## src/rtl/decode_issue_arbiter_if.sv

```systemverilog
// decode_issue_arbiter_if
// Bundles the fetch-buffer request side and the decode-unit side of the
// decode issue arbiter.
//   master : the arbiter (consumes requests/stall/flush, drives grant and payload)
//   slave  : the surrounding fetch buffers and decode unit
// Per-thread request fields are packed, thread n at slice n.
interface decode_issue_arbiter_if #(
    parameter int unsigned numThreads              = 4,
    parameter int unsigned addressWidth            = 64,
    parameter int unsigned instructionWidth        = 32,
    parameter int unsigned PidSize                 = 20,
    parameter int unsigned TidSize                 = 16,
    parameter int unsigned instructionCounterWidth = 64
);
    localparam int unsigned threadIdxWidth = (numThreads > 1) ? $clog2(numThreads) : 1;

    // Request side
    logic [numThreads-1:0]                  reqValid_i;
    logic [numThreads*instructionWidth-1:0] reqInstruction_i;
    logic [numThreads*addressWidth-1:0]     reqAddress_i;
    logic [numThreads-1:0]                  reqIs64Bit_i;
    logic [numThreads*PidSize-1:0]          reqPid_i;
    logic [numThreads*TidSize-1:0]          reqTid_i;
    logic [numThreads-1:0]                  grant_o;

    // Decode side
    logic                                   stall_i;
    logic                                   flush_i;
    logic [threadIdxWidth-1:0]              flushThread_i;
    logic                                   enable_o;
    logic [instructionWidth-1:0]            instruction_o;
    logic [addressWidth-1:0]                instructionAddress_o;
    logic                                   is64Bit_o;
    logic [PidSize-1:0]                     instructionPid_o;
    logic [TidSize-1:0]                     instructionTid_o;
    logic [instructionCounterWidth-1:0]     instructionMajId_o;
    logic [threadIdxWidth-1:0]              threadId_o;

    modport master (
        input  reqValid_i, reqInstruction_i, reqAddress_i, reqIs64Bit_i, reqPid_i, reqTid_i,
        input  stall_i, flush_i, flushThread_i,
        output grant_o, enable_o, instruction_o, instructionAddress_o, is64Bit_o,
        output instructionPid_o, instructionTid_o, instructionMajId_o, threadId_o
    );

    modport slave (
        output reqValid_i, reqInstruction_i, reqAddress_i, reqIs64Bit_i, reqPid_i, reqTid_i,
        output stall_i, flush_i, flushThread_i,
        input  grant_o, enable_o, instruction_o, instructionAddress_o, is64Bit_o,
        input  instructionPid_o, instructionTid_o, instructionMajId_o, threadId_o
    );
endinterface

```

## src/rtl/decode_issue_arbiter.sv

```systemverilog
// decode_issue_arbiter
// Round-robin arbiter that picks one hardware-thread fetch buffer per cycle and
// registers its instruction payload (tagged with a running major ID) for decode.
// Ports:
//   clock_i  : clock, all state on the rising edge
//   reset_i  : asynchronous active-low reset
//   issueBus : decode_issue_arbiter_if.master
//              requests (valid/instruction/address/mode/PID/TID per thread), stall,
//              flush + flushThread in; one-hot combinational grant, enable and the
//              registered payload (instruction, address, mode, PID, TID, major ID,
//              owning thread) out.
module decode_issue_arbiter #(
    parameter int unsigned numThreads              = 4,
    parameter int unsigned addressWidth            = 64,
    parameter int unsigned instructionWidth        = 32,
    parameter int unsigned PidSize                 = 20,
    parameter int unsigned TidSize                 = 16,
    parameter int unsigned instructionCounterWidth = 64
) (
    input logic                    clock_i,
    input logic                    reset_i,
    decode_issue_arbiter_if.master issueBus
);
    localparam int unsigned threadIdxWidth = (numThreads > 1) ? $clog2(numThreads) : 1;

    typedef enum logic [1:0] {StIdle, StIssue, StHold} stateT;

    stateT                              stateQ, stateD;
    logic [threadIdxWidth-1:0]          rrPtrQ;
    logic [instructionCounterWidth-1:0] majCtrQ;

    logic [instructionWidth-1:0]        instructionQ;
    logic [addressWidth-1:0]            addressQ;
    logic                               is64BitQ;
    logic [PidSize-1:0]                 pidQ;
    logic [TidSize-1:0]                 tidQ;
    logic [instructionCounterWidth-1:0] majIdQ;
    logic [threadIdxWidth-1:0]          threadIdQ;

    logic [numThreads-1:0]              eligible;
    logic [numThreads-1:0]              grant;
    logic                               grantValid;
    logic [threadIdxWidth-1:0]          grantIdx;
    logic                               flushHit;

    // Grant selection. Reset is folded in so grant stays low while reset is held.
    always_comb begin
        eligible   = '0;
        grant      = '0;
        grantValid = 1'b0;
        grantIdx   = '0;
        for (int unsigned n = 0; n < numThreads; n++) begin
            eligible[n] = reset_i && !issueBus.stall_i && issueBus.reqValid_i[n] &&
                          !(issueBus.flush_i &&
                            (issueBus.flushThread_i == threadIdxWidth'(n)));
        end
        // Search order starts at rrPtrQ and wraps, so the last winner goes to the back.
        for (int unsigned k = 0; k < numThreads; k++) begin
            int unsigned               sum;
            logic [threadIdxWidth-1:0] idx;
            sum = 32'(rrPtrQ) + k;
            if (sum >= numThreads) begin
                sum = sum - numThreads;
            end
            idx = threadIdxWidth'(sum);
            if (!grantValid && eligible[idx]) begin
                grantValid  = 1'b1;
                grantIdx    = idx;
                grant[idx]  = 1'b1;
            end
        end
    end

    // A flush only kills the payload currently presented to decode.
    assign flushHit = issueBus.flush_i && (stateQ != StIdle) &&
                      (threadIdQ == issueBus.flushThread_i);

    // State register
    always_ff @(posedge clock_i or negedge reset_i) begin
        if (!reset_i) begin
            stateQ <= StIdle;
        end else begin
            stateQ <= stateD;
        end
    end

    // Next-state logic. A grant is impossible under stall, so stall only chooses
    // between holding and dropping the current payload.
    always_comb begin
        stateD = stateQ;
        if (grantValid) begin
            stateD = StIssue;
        end else if (issueBus.stall_i) begin
            if (flushHit || (stateQ == StIdle)) begin
                stateD = StIdle;
            end else begin
                stateD = StHold;
            end
        end else begin
            stateD = StIdle;
        end
    end

    // Outputs
    always_comb begin
        issueBus.enable_o             = (stateQ != StIdle);
        issueBus.grant_o              = grant;
        issueBus.instruction_o        = instructionQ;
        issueBus.instructionAddress_o = addressQ;
        issueBus.is64Bit_o            = is64BitQ;
        issueBus.instructionPid_o     = pidQ;
        issueBus.instructionTid_o     = tidQ;
        issueBus.instructionMajId_o   = majIdQ;
        issueBus.threadId_o           = threadIdQ;
    end

    // Payload, round-robin pointer and major counter only move on a grant; the
    // payload is otherwise retained (qualified downstream by enable_o).
    always_ff @(posedge clock_i or negedge reset_i) begin
        if (!reset_i) begin
            rrPtrQ       <= '0;
            majCtrQ      <= '0;
            instructionQ <= '0;
            addressQ     <= '0;
            is64BitQ     <= 1'b0;
            pidQ         <= '0;
            tidQ         <= '0;
            majIdQ       <= '0;
            threadIdQ    <= '0;
        end else if (grantValid) begin
            instructionQ <= issueBus.reqInstruction_i[grantIdx*instructionWidth +: instructionWidth];
            addressQ     <= issueBus.reqAddress_i[grantIdx*addressWidth +: addressWidth];
            is64BitQ     <= issueBus.reqIs64Bit_i[grantIdx];
            pidQ         <= issueBus.reqPid_i[grantIdx*PidSize +: PidSize];
            tidQ         <= issueBus.reqTid_i[grantIdx*TidSize +: TidSize];
            majIdQ       <= majCtrQ;
            threadIdQ    <= grantIdx;
            majCtrQ      <= majCtrQ + 1'b1;
            rrPtrQ       <= (32'(grantIdx) + 1 >= numThreads) ? '0 : grantIdx + 1'b1;
        end
    end
endmodule
```

## src/flat_wrapper.sv

```systemverilog
// flat-port wrapper written by rule: the top's interface ports become plain ports
module decode_issue_arbiter_flat 
#(
    parameter int unsigned numThreads              = 4,
    parameter int unsigned addressWidth            = 64,
    parameter int unsigned instructionWidth        = 32,
    parameter int unsigned PidSize                 = 20,
    parameter int unsigned TidSize                 = 16,
    parameter int unsigned instructionCounterWidth = 64
)
  (clock_i, reset_i, issueBus_reqValid_i, issueBus_reqInstruction_i, issueBus_reqAddress_i, issueBus_reqIs64Bit_i, issueBus_reqPid_i, issueBus_reqTid_i, issueBus_stall_i, issueBus_flush_i, issueBus_flushThread_i, issueBus_grant_o, issueBus_enable_o, issueBus_instruction_o, issueBus_instructionAddress_o, issueBus_is64Bit_o, issueBus_instructionPid_o, issueBus_instructionTid_o, issueBus_instructionMajId_o, issueBus_threadId_o);
  decode_issue_arbiter_if #(.numThreads(numThreads), .addressWidth(addressWidth), .instructionWidth(instructionWidth), .PidSize(PidSize), .TidSize(TidSize), .instructionCounterWidth(instructionCounterWidth)) issueBus_i ();
  input logic clock_i;
  input logic reset_i;
  input wire logic [$bits(issueBus_i.reqValid_i)-1:0] issueBus_reqValid_i;
  input wire logic [$bits(issueBus_i.reqInstruction_i)-1:0] issueBus_reqInstruction_i;
  input wire logic [$bits(issueBus_i.reqAddress_i)-1:0] issueBus_reqAddress_i;
  input wire logic [$bits(issueBus_i.reqIs64Bit_i)-1:0] issueBus_reqIs64Bit_i;
  input wire logic [$bits(issueBus_i.reqPid_i)-1:0] issueBus_reqPid_i;
  input wire logic [$bits(issueBus_i.reqTid_i)-1:0] issueBus_reqTid_i;
  input wire logic [$bits(issueBus_i.stall_i)-1:0] issueBus_stall_i;
  input wire logic [$bits(issueBus_i.flush_i)-1:0] issueBus_flush_i;
  input wire logic [$bits(issueBus_i.flushThread_i)-1:0] issueBus_flushThread_i;
  output wire logic [$bits(issueBus_i.grant_o)-1:0] issueBus_grant_o;
  output wire logic [$bits(issueBus_i.enable_o)-1:0] issueBus_enable_o;
  output wire logic [$bits(issueBus_i.instruction_o)-1:0] issueBus_instruction_o;
  output wire logic [$bits(issueBus_i.instructionAddress_o)-1:0] issueBus_instructionAddress_o;
  output wire logic [$bits(issueBus_i.is64Bit_o)-1:0] issueBus_is64Bit_o;
  output wire logic [$bits(issueBus_i.instructionPid_o)-1:0] issueBus_instructionPid_o;
  output wire logic [$bits(issueBus_i.instructionTid_o)-1:0] issueBus_instructionTid_o;
  output wire logic [$bits(issueBus_i.instructionMajId_o)-1:0] issueBus_instructionMajId_o;
  output wire logic [$bits(issueBus_i.threadId_o)-1:0] issueBus_threadId_o;
  assign issueBus_i.reqValid_i = issueBus_reqValid_i;
  assign issueBus_i.reqInstruction_i = issueBus_reqInstruction_i;
  assign issueBus_i.reqAddress_i = issueBus_reqAddress_i;
  assign issueBus_i.reqIs64Bit_i = issueBus_reqIs64Bit_i;
  assign issueBus_i.reqPid_i = issueBus_reqPid_i;
  assign issueBus_i.reqTid_i = issueBus_reqTid_i;
  assign issueBus_i.stall_i = issueBus_stall_i;
  assign issueBus_i.flush_i = issueBus_flush_i;
  assign issueBus_i.flushThread_i = issueBus_flushThread_i;
  assign issueBus_grant_o = issueBus_i.grant_o;
  assign issueBus_enable_o = issueBus_i.enable_o;
  assign issueBus_instruction_o = issueBus_i.instruction_o;
  assign issueBus_instructionAddress_o = issueBus_i.instructionAddress_o;
  assign issueBus_is64Bit_o = issueBus_i.is64Bit_o;
  assign issueBus_instructionPid_o = issueBus_i.instructionPid_o;
  assign issueBus_instructionTid_o = issueBus_i.instructionTid_o;
  assign issueBus_instructionMajId_o = issueBus_i.instructionMajId_o;
  assign issueBus_threadId_o = issueBus_i.threadId_o;
  decode_issue_arbiter #(.numThreads(numThreads), .addressWidth(addressWidth), .instructionWidth(instructionWidth), .PidSize(PidSize), .TidSize(TidSize), .instructionCounterWidth(instructionCounterWidth)) u_core (.clock_i(clock_i), .reset_i(reset_i), .issueBus(issueBus_i));
endmodule
```

## config.mk

```make
export PLATFORM = sky130hd
export DESIGN_NAME = decode_issue_arbiter_flat
export DESIGN_NICKNAME = d
export VERILOG_FILES = /design/src/rtl/decode_issue_arbiter_if.sv /design/src/rtl/decode_issue_arbiter.sv /design/src/flat_wrapper.sv
export SDC_FILE = /design/constraint.sdc
export NUM_CORES = 1
export LEC_CHECK = 0
export CORE_AREA = 8 8 287 289
export DETAILED_ROUTE_END_ITERATION = 7
export DIE_AREA = 0 0 295 297
export GPL_TIMING_DRIVEN = 0
export PLACE_DENSITY_LB_ADDON = 0.15
export SKIP_LAST_GASP = 1
export SYNTH_ARGS = -nofsm -noshare
export SYNTH_HDL_FRONTEND = slang
export SYNTH_SLANG_ARGS = --single-unit
```

## constraint.sdc

```tcl
create_clock -name clock_i -period 3.7 [get_ports clock_i]
set_input_delay 0.37 -clock clock_i [delete_from_list [all_inputs] [get_ports clock_i]]
set_output_delay 0.37 -clock clock_i [all_outputs]
set_load 0.01 [all_outputs]
```

==> impl_metrics.json <==
{
  "die_w_um": 295,
  "status": "complete, no violations",
  "clock_sinks": 267,
  "vias_per_cell": 4.44,
  "fill_cells": 7943,
  "hold_class": "in2reg",
  "place_hpwl_mm": 74.0,
  "synth-async-reset-ratio_pct": 100,
  "grt_max_degree": 103,
  "overflow": 0,
  "ant_nets": 0,
  "drive_above_1_share_pct": 10.8,
  "drv_cap": 0,
  "clk_transition_reported_paths_ns": 0.06,
  "gp_congestion": 0.979,
  "grt_pass1_wl_mm": 126,
  "grt_busiest_layer": "met2",
  "synth_edf_count": 0,
  "synth_most_common_cell": "nand2_1",
  "relSlewSlack_pct": 26.7,
  "worstSetupPathType": "in2out",
  "use_met2_pct": 36.0,
  "ys_types": 54,
  "syn-cell-area_um2": 14600,
  "yosys-top-cells-count": "nand2_1 (326), dfrtp_1 (267), mux2i_1 (267)",
  "finalNonFillerCells": 3256,
  "ir_worst_vdd_uv": 347,
  "synth-seq-cells": 267,
  "netlist.area_leader.share_pct": 45.7,
  "cellLeakagePower_nw": 11.3,
  "period_minus_slack_ns": 3.65,
  "firstDrtPassIters": 5,
  "synth_nets": 1915,
  "finalCritPeriodShare_pct": 98.8,
  "cts_tree": "done",
  "core-area_um2": 78000,
  "port_buffers": 745,
  "vias": 14500,
  "start_util_pct": 18.7,
  "io_pins": 746,
  "synth_area_per_cell_um2": 10.7,
  "drv_slew": 0,
  "arrival_ns": 3.28,
  "dieArea_um2": 87600,
  "drtIter0Drc": 637,
  "clk_path_buf_depth": 3,
  "row_count": 103,
  "yosysSeqAreaShare_pct": 45.7,
  "ctsRootBufferMaster": "clkbuf_16",
  "path_max_fanout": 10,
  "startpoint": "issueBus_stall_i",
  "hold_viol_final": 0,
  "drt-wirelength-per-cell_um": 28.2,
  "synth_flop_cell": "dfrtp_1",
  "syn_inst": 1364,
  "holdWs_ns": 0.311,
  "yosysTopAreaCell": "dfrtp_1",
  "r2r-start": "u_core.rrPtrQ[0]$_DFFE_PN0P_",
  "power_density_nw_per_um2": 786,
  "area_delta_synth_final_pct": 72.0,
  "met3_usage_pct": 6.57,
  "die_h_um": 297,
  "fmax_mhz": 274,
  "worstHoldStart": "issueBus_flush_i",
  "use_met1_pct": 23.2,
  "startpoint_type": "input pin",
  "htreeDepth": 2,
  "clk_latency_ns": 0.56,
  "rsz0062_at_grt": "true",
  "grt_pass1_vias": 15700,
  "required_ns": 3.33,
  "drcViolationCount": 0,
  "grt_use_total_pct": 20.1,
  "worst_pin_slew_ns": 1.10,
  "yosys_warnings": 0,
  "crit_path_end_kind": "output pin",
  "wl_mm": 91.7,
  "ys_top_cells_by_area": "dfrtp_1 (46%), mux2i_1 (18%), nand2_1 (8.4%)",
  "setup_viol": 0,
  "layout.nets": 2718,
  "cts_inserted_buffers": 37,
  "dp_cells": 3162,
  "clock_skew_ns": 0.0215,
  "antenna_found_initial": 36,
  "r2r_slack_ns": 0.28
}
[layer usage]
layer,routed length (um),vias up
met5,172,-
met4,1410,28
met3,7250,107
met2,46700,476
met1,36100,7253
li1,-,6590
[per-stage QoR]
| step | total power, W | cell area, um^2 | util [%] | TNS, ns | worst slack [ns] |
|---|---|---|---|---|---|
| final | 0.0198 | 25100 | 32.2 | 0 | 0.0459 |
| after global routing | 0.0210 | 25100 | 32.2 | -0.0794 | -0.0794 |
| after CTS | 0.0201 | 25100 | 32.2 | -0.0414 | -0.0272 |
| after detailed placement | 0.0162 | 23500 | 30.1 | -330.20 | -2.03 |
| after global placement | 0.0161 | 23400 | 30.0 | -5906.22 | -11.91 |
| after floorplan | 0.0105 | 14600 | - | 0 | 0.635 |
[kinds of logic after synthesis]
logic type	Yosys count	share of synthesized area, %
buffers and inverters	116	3.90
DFF	267	45.7
muxes	272	19.1
adders and majority gates	9	0.771
xor gates and xnor gates	66	3.96
and+or+nand+nor	450	13.1
AOI/OAI and AO/OA	184	13.5
[sequential cells by signal, indices dropped and copies added (netlist names)]
register,count
u_core.rrPtrQ,2
u_core.issueBus.is64Bit_o,1
u_core.issueBus.instructionPid_o,20
u_core.issueBus.threadId_o,2
u_core.issueBus.instructionAddress_o,64
u_core.issueBus.instructionMajId_o,64
u_core.stateQ,2
u_core.majCtrQ,64
u_core.issueBus.instructionTid_o,16
u_core.issueBus.instruction_o,32
[worst paths after layout]
check	endpoint	cells after the start
min	u_core.stateQ[1]$_DFF_PN0_	2
min in group asynchronous	u_core.issueBus.instructionPid_o[7]$_DFFE_PN0P_	4
max reg2reg	u_core.issueBus.instructionMajId_o[51]$_DFFE_PN0P_	10
max in group asynchronous	u_core.rrPtrQ[1]$_DFFE_PN0P_	3
min reg2reg	u_core.majCtrQ[63]$_DFFE_PN0P_	1
max	issueBus_grant_o[1]	10
[placed cells by master, fill, tap and decap left out, types with 22 or more instances in the layout]
cell,n
o221ai_2,70
dfrtp_1,265
o221ai_1,62
xor2_1,25
clkdlybuf4s50_1,738
clkbuf_1,41
mux2i_1,262
clkbuf_16,37
nand2_1,326
o21ai_0,22
xnor2_1,41
[power breakdown]
part / internal (W) / leakage, nW / total (W) / switching, W
Clock: 0.00221 / 0.618 / 0.00373 / 0.00151
Sequential: 0.00398 / 3.25 / 0.00461 / 0.000626
Combinational: 0.00487 / 7.43 / 0.0114 / 0.00656
[critical path: stages]
cell and delay (ns):
clkdlybuf4s50_1 0.57, nor2b_1 0.06, buf_2 0.19, and3_1 0.19
clkbuf_1 0.16, mux4_2 0.52, a2111oi_4 0.38, a22oi_1 0.14
o21ai_2 0.12, clkdlybuf4s50_1 0.57
[area by class of cell]
cell class	count	area (um^2)	share of cell area [%]
Multi-Input combinational cell	981	7440	29.6
Clock buffer	49	1040	4.14
Buffer	97	557	2.21
Inverter	19	76.3	0.304
Timing Repair Buffer	764	7780	30.9
Antenna cell	12	30.0	0.119
Clock inverter	17	216	0.861
Tap cell	1050	1310	5.23
Sequential cell	267	6680	26.6
[repair_timing]
item,4_1_cts,5_1_grt
pin swaps,1,0
endpoints found under the hold margin,98,0
cloned,3,0
setup endpoints to repair,230,170
buffers inserted,6,0
hold buffers,7,0
gates resized for setup,63,15
(Power assumes the default switching activity.)
